[src/rtl/stopwatch_ctrl.sv]
// Stopwatch controller: button edge detection, run/pause/clear FSM, tick divider
// and cascaded seconds/minutes/hours counters with a lap capture register.
module stopwatch_ctrl #(
    parameter int SEC_MAX  = 59,
    parameter int MIN_MAX  = 59,
    parameter int HOUR_MAX = 23
) (
    input  logic        clk,
    input  logic        rst_n,
    input  logic [31:0] num,
    input  logic        btn_ss,
    input  logic        btn_clr,
    input  logic        btn_lap,
    output logic [1:0]  state,
    output logic        tick,
    output logic [5:0]  sec,
    output logic [5:0]  min,
    output logic [4:0]  hour,
    output logic [5:0]  lap_sec,
    output logic [5:0]  lap_min,
    output logic [4:0]  lap_hour,
    output logic        ovf
);

    typedef enum logic [1:0] {
        IDLE  = 2'b00,
        RUN   = 2'b01,
        PAUSE = 2'b10,
        BAD   = 2'b11
    } state_t;

    localparam logic [5:0] SEC_LAST  = 6'(SEC_MAX);
    localparam logic [5:0] MIN_LAST  = 6'(MIN_MAX);
    localparam logic [4:0] HOUR_LAST = 5'(HOUR_MAX);

    state_t      state_q;
    state_t      state_d;
    logic        ss_prev;
    logic        clr_prev;
    logic        lap_prev;
    logic        ss_evt;
    logic        clr_evt;
    logic        lap_evt;
    logic        clear_all;
    logic        div_hit;
    logic        sec_last;
    logic        min_last;
    logic        hour_last;
    logic [31:0] cnt_div;

    assign ss_evt  = btn_ss  & ~ss_prev;
    assign clr_evt = btn_clr & ~clr_prev;
    assign lap_evt = btn_lap & ~lap_prev;

    assign state     = state_q;
    assign clear_all = (state_q == PAUSE) && clr_evt;

    // num of 0 or 1 means every RUN cycle ticks; >= lets a shrinking num tick at once
    assign div_hit = (num <= 32'd1) || (cnt_div >= (num - 32'd1));
    assign tick    = (state_q == RUN) && div_hit;

    assign sec_last  = (sec  == SEC_LAST);
    assign min_last  = (min  == MIN_LAST);
    assign hour_last = (hour == HOUR_LAST);

    always_ff @(posedge clk or negedge rst_n) begin
        if (!rst_n) begin
            state_q  <= IDLE;
            ss_prev  <= 1'b0;
            clr_prev <= 1'b0;
            lap_prev <= 1'b0;
        end else begin
            state_q  <= state_d;
            ss_prev  <= btn_ss;
            clr_prev <= btn_clr;
            lap_prev <= btn_lap;
        end
    end

    always_comb begin
        state_d = state_q;
        case (state_q)
            IDLE:    if (ss_evt) state_d = RUN;
            RUN:     if (ss_evt) state_d = PAUSE;
            PAUSE: begin
                if (clr_evt)     state_d = IDLE;
                else if (ss_evt) state_d = RUN;
            end
            default: state_d = IDLE;
        endcase
    end

    always_ff @(posedge clk or negedge rst_n) begin
        if (!rst_n) begin
            cnt_div <= 32'd0;
        end else if (clear_all || (state_q != RUN && state_q != PAUSE)) begin
            cnt_div <= 32'd0;
        end else if (state_q == RUN) begin
            cnt_div <= tick ? 32'd0 : cnt_div + 32'd1;
        end
    end

    // Cascade: each stage rolls over only when every lower stage is at its last value
    always_ff @(posedge clk or negedge rst_n) begin
        if (!rst_n) begin
            sec  <= 6'd0;
            min  <= 6'd0;
            hour <= 5'd0;
            ovf  <= 1'b0;
        end else if (clear_all) begin
            sec  <= 6'd0;
            min  <= 6'd0;
            hour <= 5'd0;
            ovf  <= 1'b0;
        end else begin
            ovf <= tick && sec_last && min_last && hour_last;
            if (tick) begin
                if (!sec_last) begin
                    sec <= sec + 6'd1;
                end else begin
                    sec <= 6'd0;
                    if (!min_last) begin
                        min <= min + 6'd1;
                    end else begin
                        min  <= 6'd0;
                        hour <= hour_last ? 5'd0 : hour + 5'd1;
                    end
                end
            end
        end
    end

    // Captures the pre-edge time, so a same-edge increment is not included
    always_ff @(posedge clk or negedge rst_n) begin
        if (!rst_n) begin
            lap_sec  <= 6'd0;
            lap_min  <= 6'd0;
            lap_hour <= 5'd0;
        end else if (clear_all) begin
            lap_sec  <= 6'd0;
            lap_min  <= 6'd0;
            lap_hour <= 5'd0;
        end else if ((state_q == RUN) && lap_evt) begin
            lap_sec  <= sec;
            lap_min  <= min;
            lap_hour <= hour;
        end
    end

endmodule

[config.mk]
export PLATFORM = sky130hd
export DESIGN_NAME = stopwatch_ctrl
export DESIGN_NICKNAME = d
export VERILOG_FILES = /design/src/rtl/stopwatch_ctrl.sv
export SDC_FILE = /design/constraint.sdc
export NUM_CORES = 1
export LEC_CHECK = 0
export ABC_CLOCK_PERIOD_IN_PS = 4400
export BUFFER_PORTS_ARGS = -buffer_cell sky130_fd_sc_hd__buf_2
export CAP_MARGIN = 20
export CORE_ASPECT_RATIO = 2
export CORE_MARGIN = 3
export CORE_UTILIZATION = 52
export DETAILED_ROUTE_END_ITERATION = 8
export PLACE_DENSITY = 0.77
export SLEW_MARGIN = 5
export SYNTH_ARGS = -nofsm -noshare
export SYNTH_HDL_FRONTEND = slang
export SYNTH_SLANG_ARGS = --single-unit
[constraint.sdc]
create_clock -name clk -period 4.4 [get_ports clk]
set_input_delay 0.44 -clock clk [delete_from_list [all_inputs] [get_ports clk]]
set_output_delay 0.44 -clock clk [all_outputs]
set_load 0.05 [all_outputs]
**Yosys cells after proc, flatten, opt, wreduce, memory -nomap -nowiden**

Index checks and enable logic that the tools add are counted.

- Output and inout port bits: 38
- ROM bits: 0
- Memories kept: 0
- Register bits after elaboration: 72
- Word-level logic and storage cells: 76
- RAM bits: 0
- Bits of input ports: 37
- Latch bits: 0

- Eq/ne operators: 8
- Multiplexer cells: 26
- Div/mod/pow operators: 0
- Multiply operators: 0
- Shift operators: 0
- Magnitude comparators: 2
- Reduce and logical (&&, ||, !) cells: 17
- Bitwise logic cells: 6
- Add/subtract/negate cells: 5

Operators with widths:

| operator | count |
|---|---|
| $mux W32 | 3 |
| $mux W6 | 11 |
| $mux W5 | 7 |
| $add A32 B1 Y32 const B | 1 |
| $ge A32 B32 Y1 | 1 |
| $le A32 B1 Y1 const B | 1 |
| $sub A32 B1 Y32 const B | 1 |
| $add A6 B1 Y6 const B | 2 |
| $eq A6 B6 Y1 const B | 2 |
| $reduce_bool A2 Y1 | 5 |
| $logic_and A1 B1 Y1 | 7 |
| $mux W2 | 3 |
| $pmux W2 S3 | 1 |
| $add A5 B1 Y5 const B | 1 |
| $eq A5 B5 Y1 const B | 1 |
| $ne A2 B2 Y1 const B | 2 |
| $and A1 B1 Y1 | 3 |
| $not A1 Y1 | 3 |
| $reduce_and A3 Y1 | 1 |
| $eq A2 B1 Y1 const B | 1 |
| $eq A2 B2 Y1 const B | 1 |
| $logic_not A2 Y1 | 1 |
| $logic_or A1 B1 Y1 | 2 |
| $ne A2 B1 Y1 const B | 1 |
| other kinds (2) | 2 |

**Logic depth before layout (Yosys ltp)**

Gate-level depths: netlist of the first run.

- Depth in word-level cells: 8
- Gate-level depth with buffers: 18
- Mapped depth without buffers: 17

**Worst setup path after synthesis of the first run**

OpenSTA, ideal clock, no wires.

- Path type: input -> output
- Start point: input num[10]
- End point: output tick
- Path buffers: 1
- Data required time: 3,960 ps
- Arrival: 4,140 ps
- Stages on the path: 15
- Setup slack: -180 ps
- Cells stage by stage: or4_4 -> or3_4 -> or3_1 -> or2_2 -> nor4_1 -> xnor2_1 -> ha_1 -> nand4_1 -> nor4_1 -> a221oi_1 -> o41ai_2 -> nor3_1 -> nand2b_4 -> inv_2 -> buf_6

- Cells in the longest elaborated chain, start to end: 4
- Elaborated cells between the ends (all ways): 5
- Those cells by class: add/sub (1); order compare (2); reduce/logical (2)

RTL lines:

| item | line | text |
|---|---|---|
| from (decl) | 10 | `input logic [31:0] num,` |
| $sub A32 B1 Y32 | 59 | `assign div_hit = (num <= 32'd1) \|\| (cnt_div >= (num - 32'd1));` |
| $ge A32 B32 Y1 | 59 |  |
| $logic_or A1 B1 Y1 (*) | 59 |  |
| $logic_and A1 B1 Y1 (*) | 60 | `assign tick = (state_q == RUN) && div_hit;` |
| to (decl) | 15 | `output logic tick,` |

Every way passes the cells marked *; elsewhere a longest branch is shown, timed or not.

**Final worst setup path of the first run**

- Start point: input num[8]
- End point: output tick

The elaborated chain is that of the path after synthesis.

==> metrics.cfg, run 1 <==
[run_status]
outcome=complete, but fails checks
failed_checks=negative setup slack

[sta]
relSlewSlack=0.3534
hold-worst-slack_ns=0.2183
setup_viol=1
rsz0062_at_grt=yes
period_share=1.056
finalCriticalPeriod_ns=4.647
fin_ws_ns=-0.2474
max_slew.worst_pin.slew_ns=0.9698
final_hold_viol_count=0
skew_ns=0.004287
slew_violations=0
fmax_mhz=215.2

[grt]
antenna_found_initial=0
grt_max_degree=40
grt_pass1_wl_um=21580
grt_overflow_total=0
grt_usage=0.2629
grt_pass1_vias=4751

[die]
fp.dieH_um=141.7
initial_core_util=0.5457
die_w_um=73.83
rows=48
core_area_mm2=0.008768
io_pins=75
die-area_mm2=0.01046

[cells_and_area]
area_delta_synth_final_pct=27.72
instances_no_fill=751
antenna_cells=0
post-route-util=0.6969
drive_gt1_frac=0.2796
fin_nets=721

[worst_setup_path]
worstPathArrival_ns=4.21
worst_path_most_repeated_cell=or3_4
r2r-start=cnt_div[17]
worst_setup_path_start_kind=primary input
critPathMaxFanout=4
cp-end-kind=output pin
slowest_delay_ns=0.53
crit_required_ns=3.96
slowest_stage=or4_4
crit_chain=buf_6, or4_4, or3_4, or3_4, or2_4, nor3_4, xnor2_2, ha_1, nand4_1, nor4_2, buf_4, a221oi_4, o41ai_4, nor3_2, nand2b_4, inv_4, buf_8
critical_path_class=in2out
reg2reg_depth=11
cp-startpoint=num[8]

[yosys]
synth_top_area_cell=dfrtp_1
synth_cells=526
yosys.area.top_type_share=0.3766
synth_edf_count=0
synth_nets=601
ys_warn_count=0
ys_types=56
synthTopCellsByArea=dfrtp_1 38%, ha_1 9.9%, nand3_1 4.8%, nand2_1 4.4%, xnor2_1 4.4%
syn-cell-area_mm2=0.004785
ys.flop_type=dfrtp_1
async_reset_ff_frac=1.000
synth_seq_cells=72
synth-seq-area-share=0.3766
avgSynthCellArea_um2=9.096

[placed_design]
portBuffers=74
gp_congestion=0.8939
dp_hpwl_um=10310
place_inst=728

[clock_tree]
ctsHoldBuffers=0
cts.sinks=72
cts_tree=yes
clockBufferDepth=2
cts_max_level=3
cts-root-buf=clkbuf_16
clkLatencyLatePin_ns=0.34
numCtsBuffers=9
clk_pin_slew_ns=0.06

[drt]
via_count=4788
drc=0
first_pass_iters=6
wl_per_cell_um=18.72
wl_um=14060
post_drt_via_cell_ratio=6.375
postRouteAntennaNets=0
drt_iter0_drc=238

[power]
pwr-share-seq=0.394
power.density_mw_per_mm2=285.6
p_leak_uw=0.002840
p_total_uw=1745
intPower_uw=1242
power_frac_clock=0.428
switchingPower_uw=503.6
vdd_drop_max_v=0.0002583
combPwrFrac=0.178
p_sw_frac=0.2885

[job]
drv_cap=0

[worst_hold_path]
min_path_cells=1
hold_class=in2reg
min_from=btn_lap

==> final cells by class <==
cell class                 count  area [µm²]
timing repair buffer         124       783.3
multi-input combinational    429        3055
fill                         696        2658
sequential                    72        1802
clock buffer                  10       239.0
clock inverter                 6       66.31
tap                          100       125.1
inverter                      10       40.04
==> flip-flops by register name, indices dropped and copies added (netlist names) <==
signal / cells
lap_prev: 1
ss_prev: 1
hour: 5
cnt_div: 32
lap_min: 6
lap_hour: 5
min: 6
lap_sec: 6
clr_prev: 1
sec: 6
ovf: 1
state: 2
==> critical path: cells and delay by family <==
family          cells  cell delay [ns]
simple gates        9             2.48
compound gates      2             0.45
buf+inv             4             0.42
fa+ha+maj           1             0.32
xor+xnor            1             0.09
==> cell usage after synthesis, types with 12 or more instances <==
cell type / count
clkbuf_1: 14
nor4_1: 14
xnor2_1: 24
or3_1: 12
nand3_1: 46
a21oi_1: 20
nor3_1: 19
nand4_1: 12
o21ai_0: 23
ha_1: 38
o311ai_0: 14
nand2_1: 56
nor2_1: 29
a22o_1: 20
dfrtp_1: 72
==> worst paths after layout <==
| path | end | slack (ns) |
|---|---|---|
| hold reg to reg | lap_min[2] | 0.49 |
| min in group asynchronous | lap_sec[0] | 0.25 |
| setup reg to reg | min[2] | 1.42 |
| setup / recovery | tick | -0.25 |
| max in group asynchronous | cnt_div[5] | 3.15 |
| hold / removal | lap_prev | 0.22 |
==> power by group through the flow <==
stage | logic, µW | clock network (µW) | registers, µW
after floorplan | 138 | 0 | 710
after global placement | 269 | 0 | 697
after detailed placement | 278 | 0 | 699
after CTS | 284 | 755 | 687
after global routing | 340 | 783 | 688
final | 311 | 747 | 687
==> logic make-up after synthesis <==
group	synth area share
DFF	0.3766
AOI/OAI and AO/OA	0.1689
and+or+nand+nor	0.2662
buffers and inverters	0.02118
muxes	0.01281
adders and majority gates	0.09937
xor gates and xnor gates	0.05492
==> cells in the final DEF (no fill, tap or decap), types with 3 or more instances in the layout <==
cell type	instances
nor2_1	27
nor3_2	3
a22o_1	20
mux2i_1	5
and3_1	6
nand2b_1	7
and4_1	4
nand2_1	56
o21ai_0	23
xnor2_1	23
ha_1	38
or3_4	3
buf_6	4
nor4_1	8
a21o_1	8
nand4_1	12
inv_1	9
dfrtp_1	72
or3_1	11
nor4_2	4
nor3_1	16
clkbuf_16	9
buf_4	47
or2_2	6
o211ai_1	3
a21oi_1	19
clkinvlp_4	3
or4_1	3
xor2_1	6
nor2b_1	9
buf_2	71
nand3_1	45
o311ai_0	12
==> layer usage <==
layer | share of wire | vias up | track usage
met1 | 0.32 | 2294 | 0.2508
met3 | 0.056 | 62 | 0.03830
met2 | 0.56 | 209 | 0.4958
li1 | - | 2223 | -
met5 | 0 | - | 0
met4 | 0.060 | 0 | 0.1633
==> per-stage QoR <==
stage / cell area (µm²) / setup TNS [ns] / worst slack, ns
after floorplan: 4808 / 0 / 0.006990
after global placement: 5577 / -1.428 / -0.1914
after detailed placement: 5577 / -4.410 / -0.2947
after CTS: 5942 / -0.2062 / -0.2062
after global routing: 6111 / -0.9437 / -0.4374
final: 6111 / -0.2474 / -0.2474
==> repair_timing <==
item	CTS	global route
pin swaps	4	17
setup buffers	3	3
resized for setup	6	28
cloned	0	1
setup endpoints to repair	1	35
endpoints found under the hold margin	0	0
Power figures use the tool's default switching activity.
==> run 2, diff against run 1 <==
PLACE_DENSITY = 0.81   (was 0.77)
==> run 2 against run 1 <==
The run still ends with negative setup slack left. Via count decreased by 0.27%. Maximum frequency increased by 2.6%. Clock-buffer cell count increased by 1. Hold slack got worse by 0.048 ns. Register-to-register slack about the same. Cell area increased by 0.25%. Clock power decreased by 2%. Sequential power about the same. Clock skew increased by 0.0018 ns. Global-route usage about the same. Power increased by 0.38%. Critical path type unchanged. Largest cell class unchanged.
==> metrics.cfg, run 2 (same netlist as run 1, synthesis figures left out) <==
[cells_and_area]
fin_nets=719
design_area_mm2=0.006126
mostFrequentLayoutCells=72 x dfrtp_1, 72 x buf_2, 56 x nand2_1
post-route-util=0.6986
largest_reg_flops=32
drive_gt1_frac=0.2804
antenna_cells=0
area_delta_synth_final_pct=28.03
regMostFlops=cnt_div

[drt]
first_pass_iters=5
via_count=4775
wl_per_cell_um=18.46
drt_iter0_drc=245
postRouteAntennaNets=0
post_drt_via_cell_ratio=6.375
wl_um=13830
drc=0

[sta]
tns_ns=-0.1276
setup_viol=1
hold-worst-slack_ns=0.1703
slew_violations=0
max_slew.worst_pin.slew_ns=1.062
finalCriticalPeriod_ns=4.528
fmax_mhz=220.9
relSlewSlack=0.2911
final_hold_viol_count=0
skew_ns=0.006107
period_share=1.029
rsz0062_at_grt=yes
fin_ws_ns=-0.1276

[placed_design]
dp_hpwl_um=10180
placed_cell_area_mm2=0.005559
portBuffers=74
gp_congestion=0.9522

[grt]
grt_pass1_wl_um=21330
antenna_found_initial=0
grt_pass1_vias=4709
grt_usage=0.2633
grt_overflow_total=0
grt_max_degree=38

[worst_setup_path]
worst_setup_path_start_kind=primary input
crit_chain=buf_6, or4_4, or3_4, or3_4, or2_4, nor3_4, xnor2_1, ha_1, nand4_1, nor4_4, buf_4, a221oi_4, o41ai_4, nor3_2, nand2b_4, inv_2, buf_6
critical_path_class=in2out
cp-end-kind=output pin
crit_required_ns=3.96
worstPathArrival_ns=4.09
critPathMaxFanout=4
slowest_delay_ns=0.52
slowest_stage=or4_4

[run_status]
failed_checks=negative setup slack
outcome=complete, but fails checks

[die]
die-area_mm2=0.01046
io_pins=75
fp.dieH_um=141.7
rows=48
die_w_um=73.83
initial_core_util=0.5457
core_area_mm2=0.008768

[power]
p_total_uw=1752
p_leak_uw=0.002875
vdd_drop_max_v=0.0002069
power.density_mw_per_mm2=286.0

[clock_tree]
clkLatencyLatePin_ns=0.34
ctsHoldBuffers=0
cts.sinks=72
numCtsBuffers=9
cts_tree=yes
clk_pin_slew_ns=0.06
clockBufferDepth=2
cts-root-buf=clkbuf_16
cts_max_level=3

[job]
drv_cap=0

[worst_hold_path]
hold_class=in2async

run 2: changes by cell type in the layout (fill, tap and decap cells not counted), sizes merged:
cell / delta
buf: -4
clkbuf: +3
clkinvlp: -2
inv: -1
clkinv: +2
run 2: repair_timing:
item | 4_1_cts | 5_1_grt
gates cloned | 0 | 2
gates resized for setup | 6 | 37
endpoints found under the hold margin | 0 | 0
pin swaps | 3 | 16
setup buffers | 1 | 5
endpoints found under the setup margin | 1 | 38
run 2: through the flow:
| step | setup WS [ns] | std cells |
|---|---|---|
| after floorplan | 0.006990 | 526 |
| final | -0.1276 | 749 |
| after detailed placement | -0.3169 | 724 |
| after CTS | -0.2486 | 741 |
| after global placement | -0.2146 | 724 |
| after global routing | -0.2351 | 749 |
run 2: routing by layer:
layer | vias up | GRT usage | wire length [µm]
met5 | - | 0 | 0
met4 | 0 | 0.1719 | 807
met3 | 55 | 0.04681 | 723
met2 | 191 | 0.4883 | 7650
met1 | 2309 | 0.2498 | 4644
li1 | 2220 | - | -
run 2: worst paths after layout:
check | depth (start not counted) | end | startpoint | slack, ns
max | 17 | tick | num[10] | -0.13
min | 1 | sec[2] | rst_n | 0.17
max reg2reg | 10 | cnt_div[18] | cnt_div[9] | 1.41
min reg2reg | 1 | lap_min[4] | lap_min[4] | 0.49
max in group asynchronous | 2 | cnt_div[18] | rst_n | 3.25
min in group clk | 1 | lap_prev | btn_lap | 0.22
run 2: final cells by class:
| class | count | area, µm² |
|---|---|---|
| Sequential cell | 72 | 1802 |
| Tap cell | 100 | 125.1 |
| Multi-Input combinational cell | 429 | 3060 |
| Clock buffer | 11 | 242.7 |
| Fill cell | 648 | 2643 |
| Clock inverter | 5 | 56.30 |
| Timing Repair Buffer | 122 | 802.0 |
| Inverter | 10 | 37.54 |
run 2: report_power, final:
| group | internal (µW) | switching [µW] |
|---|---|---|
| registers | 673 | 14.1 |
| clock network | 453 | 281 |
| logic | 129 | 201 |
run 2: critical path: cells and delay by family:
kind / cells / cell delay, ns
and+or+nand+nor: 9 / 2.32
buffers and inverters: 4 / 0.43
adders and majority gates: 1 / 0.27
xor gates and xnor gates: 1 / 0.15
AOI/OAI and AO/OA: 2 / 0.44
==> run 3, diff against run 2 <==
SETUP_SLACK_MARGIN = 0.4   (was not set)
==> run 3 against run 2 <==
The run still ends with negative setup slack left. Clock power is 11% higher. Register-to-register slack worse by 0.36 ns. Die area stayed put. Combinational power is 43% higher. Non-clock buffer count is 15 higher. Via count is 11% higher. Largest cell class unchanged. Largest power group unchanged. Highest routed layer unchanged.
==> metrics.cfg, run 3 (same netlist as run 1, synthesis figures left out) <==
[run_status]
outcome=complete, but fails checks
failed_checks=negative setup slack

[placed_design]
placed_cell_area_mm2=0.005585
post-place-ws_ns=-0.2728
dp_hpwl_um=10190
place_inst=719
portBuffers=74
gp_congestion=1.009

[cells_and_area]
instances_no_fill=764
multi_input_area_mm2=0.003502
drive_gt1_frac=0.3645
design_area_mm2=0.006857
antenna_cells=0
area_delta_synth_final_pct=43.31
fin_nets=734
fill_cells=506
regMostFlops=cnt_div
mostFrequentLayoutCells=72 x dfrtp_1, 72 x buf_2, 55 x nand2_1
seqCellArea_mm2=0.001802
post-route-util=0.7820
largest_reg_flops=32

[worst_setup_path]
reg2reg_depth=13
worstPathArrival_ns=4.14
critical_path_class=in2out
cp-end-kind=output pin
crit_required_ns=3.96
worst_setup_path_start_kind=primary input
r2r_slack_ns=1.05
critPathMaxFanout=4

[drt]
first_pass_iters=6
drt_iter0_drc=422
drc=0
post_drt_via_cell_ratio=6.966
wl_per_cell_um=23.46
via_count=5322
wl_um=17930
postRouteAntennaNets=0

[die]
rows=48
die_w_um=73.83
initial_core_util=0.5457
fp.dieH_um=141.7
die-area_mm2=0.01046
core_area_mm2=0.008768
io_pins=75

[sta]
relSlewSlack=0.1830
finalCriticalPeriod_ns=4.580
max_slew.worst_pin.slew_ns=1.224
skew_ns=0.007863
setup_viol=6
tns_ns=-0.3821
rsz0062_at_grt=yes
final_hold_viol_count=0
period_share=1.041
fmax_mhz=218.4
fin_ws_ns=-0.1797
slew_violations=0

[power]
vdd_drop_max_v=0.0002511
power_frac_clock=0.414
pwr-share-seq=0.347
power.density_mw_per_mm2=288.1
p_leak_uw=0.003179
combPwrFrac=0.239
switchingPower_uw=599.5
p_sw_frac=0.3035
intPower_uw=1376

[grt]
grt_pass1_wl_um=24540
grt_usage=0.3053
grt_overflow_total=0
grt_max_degree=46
grt_pass1_vias=5092
antenna_found_initial=0

[clock_tree]
cts_max_level=3
cts.sinks=72
cts_tree=yes
clockBufferDepth=2
clk_pin_slew_ns=0.06
numCtsBuffers=9
clkLatencyLatePin_ns=0.35
cts-root-buf=clkbuf_16

[job]
drv_cap=0

[worst_hold_path]
hold_class=in2async

[run 3: what timing repair did]
action / in CTS / in global routing
buffers inserted: 10 / 13
gates resized for setup: 71 / 69
pin swaps: 27 / 28
hold buffers: 0 / 0
gates cloned: 4 / 1
setup endpoints to repair: 43 / 51
[run 3: per-layer routing]
layer | vias up | global-route usage | wire, µm
met5 | - | 0 | 0
met4 | 0 | 0.2245 | 1808
met3 | 143 | 0.06028 | 1520
met2 | 391 | 0.5407 | 9216
met1 | 2525 | 0.2984 | 5380
li1 | 2263 | - | -
[run 3: power by group through the flow]
stage / Clock [µW] / Combinational, µW / Sequential, µW
after floorplan: 0 / 142 / 710
after global placement: 0 / 261 / 697
after detailed placement: 0 / 271 / 698
after CTS: 804 / 371 / 686
after global routing: 847 / 492 / 689
final: 817 / 472 / 686
[run 3: worst max-delay path, cell delays in order]
cell	delay [ns]
buf_6	0.09
or4_4	0.54
or3_4	0.37
or3_4	0.40
or2_4	0.27
nor4_4	0.16
xnor2_1	0.11
ha_1	0.31
nand4_1	0.19
nor4_4	0.28
and4_4	0.29
o311a_4	0.22
nor3_4	0.06
nand2b_4	0.17
inv_4	0.09
buf_8	0.14
[run 3: path summary, 6_finish.rpt]
path	endpoint	from
worst min register to register	lap_hour[3]	lap_hour[3]
max in group asynchronous	lap_hour[0]	rst_n
min in group clk	lap_prev	btn_lap
worst max-delay path	tick	num[10]
worst min-delay path	ss_prev	rst_n
worst max register to register	cnt_div[25]	cnt_div[17]
[run 3: area by class of cell]
class	instances	area share
multi-input cells	429	0.5108
flip-flops and latches	72	0.2628
repair buffers	137	0.1546
clock buffers	9	0.03285
well taps	100	0.01825
clock inverters	7	0.01496
inverters	10	0.005839
[run 3: stage by stage]
stage / hold slack, ns / total power [µW]
floorplan: 0.1444 / 851.9
global placement: 0.4778 / 958.6
detailed placement: 0.4766 / 969.3
CTS: 0.1311 / 1861
global route: 0.1554 / 2028
finish: 0.1127 / 1975
